--- src/rtl/fb_swap_ctrl.sv ---
// Double-buffer sequencer: routes pixel writes to the back buffer, flips on frame end, clears, then acks.
// Latency: processor write at t reaches the buffer port at t+1; all outputs registered.
// No backpressure: writes outside DRAW or out of range are dropped and flagged on sticky wr_err.
module fb_swap_ctrl #(
    parameter int                ADDR_W      = 17,
    parameter int                DATA_W      = 16,
    parameter int                PIXELS      = 76800,
    parameter bit                CLEAR_EN    = 1'b1,
    parameter logic [DATA_W-1:0] CLEAR_COLOR = '0
) (
    input  logic              clk_clk,
    input  logic              reset_reset_n,
    input  logic              bb_we,
    input  logic [31:0]       waddr,
    input  logic [31:0]       din,
    input  logic              done,
    input  logic              frame_end,
    output logic              swap,
    output logic              front_sel,
    output logic              buf0_we,
    output logic              buf1_we,
    output logic [ADDR_W-1:0] wr_addr,
    output logic [DATA_W-1:0] wr_data,
    output logic              busy,
    output logic              wr_err
);
    typedef enum logic [1:0] {DRAW, WAIT_VS, CLEAR, ACK} state_t;

    localparam logic [ADDR_W-1:0] LAST_ADDR = ADDR_W'(PIXELS - 1);

    state_t            state, state_d;
    logic [ADDR_W-1:0] cnt, cnt_d;
    logic [ADDR_W-1:0] addr_d;
    logic [DATA_W-1:0] data_d;
    logic              front_d, we_d, err_d, in_range;
    logic              unused_din;

    assign in_range   = waddr < 32'(PIXELS);
    assign unused_din = ^din;

    always_comb begin
        state_d = state;
        cnt_d   = cnt;
        front_d = front_sel;
        we_d    = 1'b0;
        addr_d  = wr_addr;
        data_d  = wr_data;
        err_d   = wr_err;
        if (bb_we && (state != DRAW || !in_range))
            err_d = 1'b1;
        case (state)
            DRAW: begin
                if (bb_we && in_range) begin
                    we_d   = 1'b1;
                    addr_d = waddr[ADDR_W-1:0];
                    data_d = din[DATA_W-1:0];
                end
                if (done)
                    state_d = WAIT_VS;
            end
            WAIT_VS: begin
                if (frame_end) begin
                    front_d = ~front_sel;
                    cnt_d   = '0;
                    if (CLEAR_EN) begin
                        // First clear write leaves on the flip edge so clearing starts at f+1.
                        state_d = CLEAR;
                        we_d    = 1'b1;
                        addr_d  = '0;
                        data_d  = CLEAR_COLOR;
                    end else begin
                        state_d = ACK;
                    end
                end
            end
            CLEAR: begin
                // cnt holds the address currently on the port.
                if (cnt == LAST_ADDR) begin
                    state_d = ACK;
                end else begin
                    cnt_d  = cnt + ADDR_W'(1);
                    we_d   = 1'b1;
                    addr_d = cnt + ADDR_W'(1);
                    data_d = CLEAR_COLOR;
                end
            end
            ACK: begin
                if (!done)
                    state_d = DRAW;
            end
            default: state_d = DRAW;
        endcase
    end

    always_ff @(posedge clk_clk) begin
        if (!reset_reset_n) begin
            state     <= DRAW;
            cnt       <= '0;
            front_sel <= 1'b0;
            swap      <= 1'b0;
            buf0_we   <= 1'b0;
            buf1_we   <= 1'b0;
            wr_addr   <= '0;
            wr_data   <= '0;
            busy      <= 1'b0;
            wr_err    <= 1'b0;
        end else begin
            state     <= state_d;
            cnt       <= cnt_d;
            front_sel <= front_d;
            swap      <= (state_d == ACK);
            buf0_we   <= we_d & front_d;
            buf1_we   <= we_d & ~front_d;
            wr_addr   <= addr_d;
            wr_data   <= data_d;
            busy      <= (state_d != DRAW);
            wr_err    <= err_d;
        end
    end
endmodule

--- config.mk ---
export PLATFORM = sky130hd
export DESIGN_NAME = fb_swap_ctrl
export DESIGN_NICKNAME = d
export VERILOG_FILES = /design/src/rtl/fb_swap_ctrl.sv
export SDC_FILE = /design/constraint.sdc
export NUM_CORES = 1
export LEC_CHECK = 0
export BUFFER_PORTS_ARGS = -buffer_cell sky130_fd_sc_hd__buf_4
export CORE_MARGIN = 10
export CORE_UTILIZATION = 45
export CTS_BUF_LIST = sky130_fd_sc_hd__clkbuf_4 sky130_fd_sc_hd__clkbuf_8 sky130_fd_sc_hd__clkbuf_16
export DETAILED_ROUTE_END_ITERATION = 6
export PLACE_DENSITY = 0.78
export SYNTH_ARGS = -nofsm -noshare
export SYNTH_HDL_FRONTEND = slang
export SYNTH_SLANG_ARGS = --single-unit
--- constraint.sdc ---
create_clock -name clk_clk -period 2.9 [get_ports clk_clk]
set_clock_uncertainty 0.2 [all_clocks]
set_input_delay 0.29 -clock clk_clk [delete_from_list [all_inputs] [get_ports clk_clk]]
set_output_delay 0.29 -clock clk_clk [all_outputs]
set_load 0.005 [all_outputs]
Yosys cells after proc, flatten, opt, wreduce, memory -nomap -nowiden
Index checks and enable logic that the tools add are counted. W data, S select, Z words.

$add $sub $neg: 1. $lt $le $gt $ge: 1. Equality and inequality tests: 8. Mux-type cells: 20. Bitwise operators: 4. Reduce and logical (&&, ||, !) cells: 11.

Operator list (number): $mux W17 (3); $pmux W17 S3 (1); $mux W16 (3); $pmux W16 S3 (1); $pmux W17 S2 (1); $lt A32 B17 Y1 const B (1); $add A17 B1 Y17 const B (1); $eq A17 B17 Y1 const B (1); $mux W2 (4); $pmux W2 S4 (1); $eq A2 B2 Y1 const B (3); $ne A2 B2 Y1 const B (3); $reduce_bool A2 Y1 (3); $mux W1 (5); $reduce_and A4 Y1 (1); $pmux W1 S3 (1); $reduce_and A3 Y1 (1); $reduce_bool A3 Y1 (1); $and A1 B1 Y1 (2); $eq A2 B1 Y1 const B (1); $logic_and A1 B1 Y1 (2); $logic_not A2 Y1 (1); $not A1 Y1 (2); $logic_not A1 Y1 (1); $logic_or A1 B1 Y1 (1).

Register bits: 58. Bits of input ports: 69. Output and inout port bits: 39. Logic and storage cells: 55.

Depth between registers and ports, before layout
Gate-level depths: netlist of the first run.

Depth after elaboration: 5. Depth in mapped cells: 10. Gate-level depth less buffers: 7.

Worst setup path before layout of the first run
Ideal clock, no wire load.

Path kind: flip-flop to flip-flop. Start: register state[0]. End: register wr_addr[2]. Library setup time: 0.144 ns. Arrival: 1.913 ns. Data required time: 2.556 ns. Path slack: 0.642 ns. Cell stages (with the launch flop): 11. Path buffers: 3. Clock period less this slack: 2.258 ns. Path through: dfxtp_1 -> inv_1 -> ha_1 -> buf_2 -> inv_1 -> or4_4 -> or2_1 -> buf_6 -> buf_6 -> a21oi_1 -> a311oi_1.

Cells in the longest elaborated chain, start to end: 3. Elaborated cells between the ends (all ways): 9. Those cells by class: 5 x eq/ne; 1 x mux; 3 x reduce/logical.

Ends and longest elaborated chain: start, declared (RTL line 31) `state_t state, state_d;`; start signal, assigned (RTL line 108) `state <= state_d;`; $eq A2 B2 Y1 (tied with other cells) (RTL line 51) `case (state)`; $ne A2 B2 Y1 (no source line) / $reduce_bool A3 Y1 (equally long branches); $reduce_and A4 Y1 (no source line); end signal, assigned (RTL line 114) `wr_addr <= addr_d;`; end, declared (RTL line 22) `output logic [ADDR_W-1:0] wr_addr,`.

Several ways; a longest one is shown, not always the timed one. A chain may end at the register's enable or synchronous reset.

Final worst setup path of the first run
Start: register cnt[0]. End: register wr_addr[7].

Cells in the longest elaborated chain, start to end: 3. Elaborated cells between the ends (all ways): 6. Those cells by class: 1 x add/sub; 2 x eq/ne; 2 x mux; 1 x reduce/logical.

Ends and longest elaborated chain: start, declared (RTL line 32) `logic [ADDR_W-1:0] cnt, cnt_d;`; start signal, assigned (RTL line 109) `cnt <= cnt_d;`; $add A17 B1 Y17 / $eq A17 B17 Y1 (equally long branches) (RTL line 83, 78); $mux W17 / $ne A2 B2 Y1 (equally long branches); $pmux W17 S3 / $reduce_and A4 Y1 (equally long branches).

Several ways; a longest one is shown, not always the timed one. The select of a mux whose other input is x is not followed.

==> summary.md, run 1 <==
| Metric | Value |
|---|---|
| Worst Max-Slew Pin Slew | `approximately 0.66 ns` |
| Crit. End Element | `flip-flop` |
| Reg2Reg Depth | `6` |
| Finish-stage setup viols | `0` |
| Hold path depth | `3` |
| Setup TNS | `0 ns` |
| Worst reg-to-reg setup slack | `roughly 0.3 ns` |
| Final count of hold timing violations | `0` |
| Async SR Flop Fraction | `0%` |
| Slew Viols, Final | `0` |
| Clock share of power | `between 20% and 30%` |
| Ant diodes | `0` |
| CP Max Fanout | `16` |
| Min Clock Period, post-route | `2.600 ns` |
| Core footprint | `roughly 6500 um^2` |
| Wire per inst | `18.79 um` |
| Data arrival time of the critical path | `around 2.7 ns` |
| CTS Buf Count | `9` |
| Max H-tree Level | `3` |
| Final wirelength | `just under 10 mm` |
| Inst Count DP | `a little over 500` |
| Flop pwr share | `33.7%` |
| Fillers | `~590` |
| Synthesized cell area | `between 3000 and 4000 um^2` |
| Starting Density | `47.09%` |
| DR vias | `approximately 3200` |
| Gpl congestion | `0.8819` |
| Initial antenna violation count | `0` |
| PwrDens | `862.4 nW/um^2` |
| Commonest non-fill, non-tap cell in the layout | `buf_4` |
| Final worst-path cycle share | `between 80% and 90%` |
| RSZ-0062 raised after global routing | `false` |
| Via density | `5.994` |
| Post-Place Cell Area | `around 3800 um^2` |
| CTS sink count | `between 50 and 60` |
| Predominant post-synthesis flop cell | `dfxtp_1` |
| Pleak | `about 1.6 nW` |
| Top cells by area, synth | `dfxtp_1, mux2i_1, nand2_1, a21oi_1, nand3_1` |
| FP Rows | `29` |
| Achievable clock frequency | `slightly below 400 MHz` |
| Worst slew margin | `between 50 and 60%` |
| Total Routing Usage GR | `19.05%` |
| Switching share of power | `between 30% and 40%` |
| Max clock buf depth | `2` |
| R2R Path End | `wr_addr[7]` |
| Final Core Density | `roughly three fifths` |
| Crit Path Class | `flip-flop to flip-flop` |
| Register area share after synthesis | `38.17%` |
| Seq cells post-synth | `58` |
| I/O Buffers | `91` |
| Cell variety after synth | `between 50 and 60` |
| TritonCTS clock tree | `done` |
| Chip Height | `about 100 um` |
| I/O pin cnt | `between 100 and 150` |
| Syn avg cell area | `roughly 8.5 um^2` |
| Final std cells w/o fill | `approximately 530` |
| Comb pwr share | `between 40% and 50%` |
| Setup crit start kind | `flip-flop` |
| Number of synthesized flops with an enable pin | `0` |
| Layout cells sized above 1 | `28.89%` |
| Initial drt markers | `approximately 240` |
| Largest net degree at the start of global routing | `50` |
| First-pass detailed-route iteration total | `5` |
| Post-route DRC | `0` |
| Root buffer cell | `clkbuf_8` |
| Clock transition at path regs | `approximately 0.070 ns` |
| Pint | `between 2 and 2.5 mW` |
| Total Die Area | `approximately 10000 um^2` |
| Hold_sp | `bb_we` |
| Path type of the worst min-delay path | `primary input to flip-flop` |
| Run status | `finished, final reports clean` |
| Hold buffers post-CTS | `0` |
| Vias in the first global route | `around 3100` |
| Net Switching | `~1.2 mW` |
| Grt ovf | `0` |
| Synth Instances | `357` |
| CP required | `~3 ns` |
| Fin area | `~4000 um^2` |
| Post-DRT Antenna Nets | `0` |
| Syn-to-layout area delta | `31.35%` |
| First-pass GRT wire length | `approximately 16 mm` |
| Max-cap violations | `0` |
| Area fraction of the dominant cell type after synthesis | `a little under two fifths` |
| Most frequent cells in the layout | `buf_4, dfxtp_1, nand2_1, a21oi_1, nand3_1` |
| Net count after synthesis | `around 430` |
| Synth warn | `0` |
| Worst Hold End | `wr_err` |
| HPWL after DPL | `about 7.3 mm` |
| Peak VDD IR | `about 0.42 mV` |
| Nets@finish | `519` |
| Area leader, netlist | `dfxtp_1` |
| Die width | `about 100 um` |
| R2r startpoint | `cnt[0]` |
| Clock Latency Late Sink | `between 0.3 and 0.4 ns` |
==> Yosys cell counts (4+ instances only) <==
library cell	instances
a211oi_1	8
a21oi_1	30
a22oi_1	5
buf_2	6
clkbuf_1	13
dfxtp_1	58
ha_1	5
inv_1	12
mux2i_1	17
nand2_1	45
nand3_1	28
nand4_1	5
nor2_1	11
nor2b_1	5
nor4_1	6
o211a_1	4
o21ai_0	8
o22ai_1	4
or3_1	11
xnor2_1	6
xor2_1	7
==> metal layers <==
layer,share of wire (%),up-vias,global-route usage (%)
met5,0,-,0
met4,2.8,0,7.809
met3,7.2,22,4.521
met2,50,141,31.75
met1,40,1504,23.08
li1,-,1492,-
==> state kept, by name, summed over array words and instances (netlist names) <==
name / cells
wr_addr: 17
swap: 1
buf0_we: 1
state: 2
buf1_we: 1
cnt: 17
front_sel: 1
wr_data: 16
busy: 1
wr_err: 1
==> critical path, cell delays in order (launching register included) <==
cell	delay [ns]
dfxtp_1	0.45
ha_1	0.32
nand2_2	0.15
or3_1	0.47
or2_1	0.51
nand2_1	0.24
o311a_1	0.20
==> repair_timing <==
item                                    in CTS  in global routing
endpoints found under the setup margin       0                 12
buffers inserted                             0                  0
resized for setup                            0                  1
==> worst max path at each step <==
stage                   start          end  slack, ns  cells after the start
global placement    waddr[28]   wr_data[5]       0.18                      7
floorplan            state[0]   wr_addr[2]       0.64                     10
CTS                  state[1]   wr_data[5]       0.08                      8
finish                 cnt[0]   wr_addr[7]       0.30                      6
global route           cnt[0]   wr_addr[7]       0.12                      6
detailed placement  waddr[25]  wr_data[14]       0.12                      7
==> metrics by stage <==
stage / worst slack, ns / hold slack [ns] / power, mW
global placement: 0.1793 / 0.2433 / 2.577
global route: 0.1221 / 0.03074 / 3.655
CTS: 0.08207 / 0.01930 / 3.449
floorplan: 0.6420 / 0.2285 / 1.950
detailed placement: 0.1223 / 0.2510 / 2.626
finish: 0.3001 / 0.02702 / 3.445
==> power by group through the flow <==
stage               clock [mW]  sequential, mW  combinational [mW]
finish                   0.824            1.16                1.46
global route             0.863            1.19                1.61
CTS                      0.832            1.16                1.46
detailed placement           0            1.18                1.45
global placement             0            1.17                1.41
floorplan                    0            1.18               0.771
==> cell type report <==
cell class                 instances  area [um^2]  share of cell area [%]
multi-input combinational        261         1702                   42.59
sequential                        58         1161                   29.06
timing repair buffer             103        773.2                   19.35
clock buffer                      11        138.9                   3.476
tap                               77        96.34                   2.412
clock inverter                     5        78.83                   1.973
inverter                          12        45.04                   1.127
==> cell families after synthesis <==
| family | Yosys count | share of synthesized area, % |
|---|---|---|
| AOI/OAI and AO/OA | 88 | 19.87 |
| xor gates and xnor gates | 13 | 3.743 |
| adders and majority gates | 5 | 2.057 |
| buffers and inverters | 38 | 6.047 |
| DFF | 58 | 38.17 |
| muxes | 17 | 5.594 |
| and+or+nand+nor | 138 | 24.52 |
Power figures use the tool's default switching activity.
==> inputs of run 2 (changes only) <==
--- a/config.mk
+++ b/config.mk
@@ -6,6 +6,7 @@
 export NUM_CORES = 1
 export LEC_CHECK = 0
 export BUFFER_PORTS_ARGS = -buffer_cell sky130_fd_sc_hd__buf_4
+export CORE_ASPECT_RATIO = 1.25
 export CORE_MARGIN = 10
 export CORE_UTILIZATION = 45
 export CTS_BUF_LIST = sky130_fd_sc_hd__clkbuf_4 sky130_fd_sc_hd__clkbuf_8 sky130_fd_sc_hd__clkbuf_16
==> run 2 against run 1 <==
Critical path depth stayed put. Sequential power is essentially flat. Highest routed layer unchanged. Largest cell class unchanged. Via count decreased by 2.4%. Largest power group unchanged. Worst setup slack improved by 0.087 ns. Final area is 0.31% higher.
==> summary.md, run 2 (synthesized netlist as in run 1, its figures left out) <==
| Metric | Value |
|---|---|
| Hold buffers post-CTS | `1 (+1)` |
| Die width | `93.54 um (-8.5%)` |
| Core footprint | `6565 um^2 (+1.6%)` |
| Worst slew margin | `58.96% (+3.0 points)` |
| Syn-to-layout area delta | `31.76%` |
| Pleak | `1.639 nW (-0.37%)` |
| Finish-stage setup viols | `0 (unchanged)` |
| Via density | `5.729 (-4.4%)` |
| I/O pin cnt | `108 (unchanged)` |
| Post-route DRC | `0 (unchanged)` |
| Total Die Area | `10470 um^2 (+0.20%)` |
| Post-Place Cell Area | `3805 um^2 (+0.86%)` |
| Largest net degree at the start of global routing | `50 (unchanged)` |
| HPWL after DPL | `7.041 mm (-3.9%)` |
| CTS Buf Count | `9 (unchanged)` |
| Final wirelength | `9.452 mm (-4.6%)` |
| Final count of hold timing violations | `0 (unchanged)` |
| Slew Viols, Final | `0 (unchanged)` |
| TritonCTS clock tree | `done` |
| Wire per inst | `17.57 um (-6.5%)` |
| Gpl congestion | `0.8801 (-0.20%)` |
| Post-DRT Antenna Nets | `0 (unchanged)` |
| Peak VDD IR | `0.4429 mV (+5.2%)` |
| Final Core Density | `61.04% (-0.81 points)` |
| Max-cap violations | `0 (unchanged)` |
| Min Clock Period, post-route | `2.513 ns (-0.08717 ns)` |
| Most frequent cells in the layout | `buf_4, dfxtp_1, nand2_1, a21oi_1, nand3_1` |
| Setup TNS | `0 ns (unchanged)` |
| Fin area | `4008 um^2 (+0.31%)` |
| Crit. End Element | `flip-flop` |
| Path type of the worst min-delay path | `primary input to flip-flop` |
| PwrDens | `842.5 nW/um^2 (-2.3%)` |
| Setup crit start kind | `flip-flop` |
| Post-cts sizing count | `0 (unchanged)` |
| Crit Path Class | `flip-flop to flip-flop` |
| Max H-tree Level | `3 (unchanged)` |
| Final worst-path cycle share | `86.65% (-3.0 points)` |
| CP Max Fanout | `16 (unchanged)` |
| Starting Density | `46.33% (-0.76 points)` |
| DR vias | `3082 (-2.4%)` |
| CP required | `2.93 ns (-0.06 ns)` |
| FP Rows | `33 (+14%)` |
| Achievable clock frequency | `398.0 MHz (+3.5%)` |
| I/O Buffers | `91 (unchanged)` |
| CP peak stage delay | `0.52 ns (about the same)` |
| Run status | `finished, final reports clean` |
| Initial drt markers | `306 (+30%)` |
| Largest regs | `cnt x17, wr_addr x17, wr_data x16` |
| Total Routing Usage GR | `17.80% (-1.3 points)` |
| Layout cells sized above 1 | `28.82% (-0.064 points)` |
| Chip Height | `111.9 um (+9.5%)` |
| Setup Fix Bufs, Post-CTS | `0 (unchanged)` |
| CP Cell Sequence | `ha_1 > nand2_2 > or3_1 > or2_1 > nand2_1 > o311a_1` |
| Ant diodes | `0 (unchanged)` |
| Nets@finish | `521 (+0.39%)` |
| First-pass detailed-route iteration total | `5 (unchanged)` |
| Clock Latency Late Sink | `0.34 ns (about the same)` |
| Critical-path top delay cell | `or2_1` |
| Grt ovf | `0 (unchanged)` |
| CTS sink count | `58 (unchanged)` |
| Commonest non-fill, non-tap cell in the layout | `buf_4` |
| Initial antenna violation count | `0 (unchanged)` |
| Data arrival time of the critical path | `2.54 ns (-0.15 ns)` |
| Clock transition at path regs | `0.07 ns (about the same)` |
| Root buffer cell | `clkbuf_8` |
| Max clock buf depth | `2 (unchanged)` |
| RSZ-0062 raised after global routing | `false` |
| First-pass GRT wire length | `15.35 mm (-3.0%)` |
| Worst Max-Slew Pin Slew | `0.6155 ns (-0.04544 ns)` |
| Vias in the first global route | `3091 (-0.16%)` |
-- run 2: stage by stage --
stage                     power (mW)  setup slack, ns  cells  hold WS (ns)
after floorplan                1.950           0.6420    357        0.2285
after global placement         2.617           0.4666    522        0.2430
after detailed placement       2.659           0.3802    522        0.2502
after CTS                      3.397           0.3752    538       0.01960
after global routing           3.597           0.2785    538       0.02437
final                          3.376           0.3872    538       0.02792
-- run 2: power breakdown --
group          switching, mW  internal (mW)
Sequential             0.131           1.03
Clock                  0.326          0.412
Combinational          0.774          0.704
Total                   1.23           2.15
-- run 2: worst paths after layout --
check | startpoint | end | slack, ns | depth (start not counted)
max reg2reg | cnt[0] | wr_addr[8] | 0.39 | 6
min | din[12] | wr_data[12] | 0.03 | 3
min reg2reg | wr_data[1] | wr_data[1] | 0.26 | 2
max | cnt[0] | wr_addr[8] | 0.39 | 6
-- run 2: cell type report --
type                    count  area, um^2
well taps                  87       108.9
inverters                  12       45.04
fillers                   551        2557
multi-input cells         261        1697
repair buffers            105       803.3
flip-flops and latches     58        1161
clock buffers              10       137.6
clock inverters             5       55.05
-- run 2: layer usage --
| metal | part of all wire, % | GRT usage [%] | vias to the layer above |
|---|---|---|---|
| met5 | 0 | 0 | - |
| met4 | 2.3 | 7.411 | 0 |
| met3 | 9.0 | 5.309 | 18 |
| met2 | 51 | 30.56 | 117 |
| met1 | 38 | 19.79 | 1455 |
| li1 | - | - | 1492 |
-- run 2: worst max-delay path: cells and delay by family, from the launching register on --
| family | cells | cell delay, ns |
|---|---|---|
| and+or+nand+nor | 4 | 1.18 |
| AOI/OAI and AO/OA | 1 | 0.42 |
| DFF | 1 | 0.36 |
| adders and majority gates | 1 | 0.25 |
==> inputs of run 3 (changes only) <==
==> constraint.sdc (replaced) <==
create_clock -name clk_clk -period 2.6 [get_ports clk_clk]
set_clock_uncertainty 0.2 [all_clocks]
set_input_delay 0.26 -clock clk_clk [delete_from_list [all_inputs] [get_ports clk_clk]]
set_output_delay 0.26 -clock clk_clk [all_outputs]
set_load 0.005 [all_outputs]
==> run 3 against run 2 <==
Sequential power is 11% higher. First-iteration DRC count down 19%. Core utilization up 2.7 points. Clock power increased by 31%. Clock-buffer cell count up 2. Register-to-register slack got worse by 0.18 ns. Via count rose by 2.9%. Combinational power increased by 13%. Maximum frequency is 5.0% higher. Hold slack got worse by 0.021 ns. Critical path type unchanged. Highest routed layer unchanged.
==> summary.md, run 3 (synthesized netlist as in run 1, its figures left out) <==
| Metric | Value |
|---|---|
| Largest regs | `cnt x17, wr_addr x17, wr_data x16` |
| Most frequent cells in the layout | `buf_4, dfxtp_1, nand2_1, a21oi_1, nand3_1` |
| Multi-input logic area | `1702 um^2 (+0.29%)` |
| Gpl congestion | `0.9047 (+2.8%)` |
| RSZ-0062 raised after global routing | `false` |
| I/O pin cnt | `108 (unchanged)` |
| Vias in the first global route | `3277 (+6.0%)` |
| Wire per inst | `17.31 um (-1.5%)` |
| FF+latch area | `1161 um^2 (unchanged)` |
| Path type of the worst min-delay path | `primary input to flip-flop` |
| Die width | `93.54 um (unchanged)` |
| Max clock buf depth | `2 (unchanged)` |
| Grt ovf | `0 (unchanged)` |
| FP Rows | `33 (unchanged)` |
| Max H-tree Level | `3 (unchanged)` |
| Setup crit start kind | `flip-flop` |
| Total Die Area | `10470 um^2 (unchanged)` |
| Met2 Use GR | `30.84% (+0.28 points)` |
| First-pass GRT wire length | `16.10 mm (+4.9%)` |
| Initial drt markers | `247 (-19%)` |
| Met1 GRT Util | `20.08% (+0.29 points)` |
| Peak VDD IR | `0.5487 mV (+24%)` |
| Post-DRT Antenna Nets | `0 (unchanged)` |
| Met3 Use GR | `6.048% (+0.74 points)` |
| Pleak | `1.730 nW (+5.5%)` |
| Layout cells sized above 1 | `29.76% (+0.94 points)` |
| Final count of hold timing violations | `0 (unchanged)` |
| Data arrival time of the critical path | `2.39 ns (-0.15 ns)` |
| Initial antenna violation count | `1 (+1)` |
| PwrDens | `938.8 nW/um^2 (+11%)` |
| CTS Buf Count | `9 (unchanged)` |
| Via density | `5.715 (-0.23%)` |
| Core footprint | `6565 um^2 (unchanged)` |
| Fillers | `553 (+0.36%)` |
| Final wirelength | `9.605 mm (+1.6%)` |
| Setup Fix Bufs, Post-CTS | `0 (unchanged)` |
| Achievable clock frequency | `417.9 MHz (+5.0%)` |
| Root buffer cell | `clkbuf_8` |
| Final worst-path cycle share | `92.04% (+5.4 points)` |
| Clock transition at path regs | `0.07 ns (about the same)` |
| Clock Latency Late Sink | `0.34 ns (about the same)` |
| Chip Height | `111.9 um (unchanged)` |
| WHS | `0.007250 ns (-0.02067 ns)` |
| Syn-to-layout area delta | `37.60%` |
| Starting Density | `46.33% (unchanged)` |
| Crit Path Class | `flip-flop to flip-flop` |
| Inst Count DP | `530 (+1.5%)` |
| Nets@finish | `536 (+2.9%)` |
| Worst Max-Slew Pin Slew | `0.6953 ns (+0.07973 ns)` |
| CP Max Fanout | `9 (-7)` |
| Run status | `finished, final reports clean` |
| Min Clock Period, post-route | `2.393 ns (-0.1198 ns)` |
| Busiest grt layer | `met2` |
| I/O Buffers | `91 (unchanged)` |
| CP required | `2.59 ns (-0.34 ns)` |
| Slew Viols, Final | `0 (unchanged)` |
| Max-cap violations | `0 (unchanged)` |
| Finish-stage setup viols | `0 (unchanged)` |
| HPWL after DPL | `7.157 mm (+1.7%)` |
| DR vias | `3172 (+2.9%)` |
| Final std cells w/o fill | `555 (+3.2%)` |
| Commonest non-fill, non-tap cell in the layout | `buf_4` |
| Total Routing Usage GR | `18.56% (+0.75 points)` |
| Crit. End Element | `flip-flop` |
| Post-route DRC | `0 (unchanged)` |
| CTS sink count | `58 (unchanged)` |
| Largest net degree at the start of global routing | `50 (unchanged)` |
| First-pass detailed-route iteration total | `4 (-1)` |
| TritonCTS clock tree | `done` |
| Worst slew margin | `53.60% (-5.4 points)` |
## run 3: cell count changes in the layout (fill, tap and decap cells not counted)
cell,previous run,this run
nor2_2,1,0
bufinv_16,1,2
clkbuf_4,0,1
buf_4,103,111
clkinvlp_4,2,0
clkbuf_8,10,11
dlygate4sd3_1,1,8
nor2_4,1,2
clkinv_2,2,1
clkinv_4,0,1
diode_2,0,1
## run 3: cell type report
cell class                 instances  share of cell area (%)
tap                               87                   2.601
inverter                          12                   1.076
antenna                            1                 0.05979
sequential                        58                   27.74
multi-input combinational        261                   40.66
timing repair buffer             120                   22.30
clock inverter                     4                   1.764
clock buffer                      12                   3.797
## run 3: timing repair
action / CTS / global route
endpoints found under the setup margin: 0 / 17
hold buffers: 8 / 0
endpoints found under the hold margin: 8 / 0
gates resized for setup: 0 / 1
## run 3: through the flow
step | total power [mW] | setup slack (ns) | cell area [um^2] | TNS (ns) | utilization, %
floorplan | 2.175 | 0.3420 | 3042 | 0 | -
global placement | 2.933 | 0.04651 | 3865 | 0 | 58.87
detailed placement | 2.970 | -0.02229 | 3865 | -0.08617 | 58.87
CTS | 3.952 | 0.02182 | 4178 | 0 | 63.64
global route | 4.193 | 0.03154 | 4185 | 0 | 63.75
finish | 3.929 | 0.2070 | 4185 | 0 | 63.75
## run 3: path summary, 6_finish.rpt
kind,from,to,slack [ns],cells past startpoint
setup reg to reg,state[0],wr_addr[13],0.21,8
hold reg to reg,wr_addr[5],wr_addr[5],0.26,2
setup / recovery,state[0],wr_addr[13],0.21,8
hold / removal,din[12],wr_data[12],0.007,3
## run 3: power breakdown
part | internal, mW | switching [mW] | leakage [nW]
combinational | 0.802 | 0.868 | 1.14
sequential | 1.15 | 0.143 | 0.473
clock | 0.603 | 0.365 | 0.120
total | 2.55 | 1.38 | 1.73
## run 3: per-layer routing
layer	routed length, um	up-vias
met2	4750	126
li1	-	1517
met4	365	0
met1	3687	1502
met5	0	-
met3	802	27
## run 3: critical path: stages (launching register included)
cell and delay (ns):
dfxtp_1 0.35, inv_1 0.10, ha_1 0.17, inv_1 0.06, or4_4 0.55, or2_1 0.35, buf_4 0.22, a21oi_1 0.17
a211oi_1 0.07
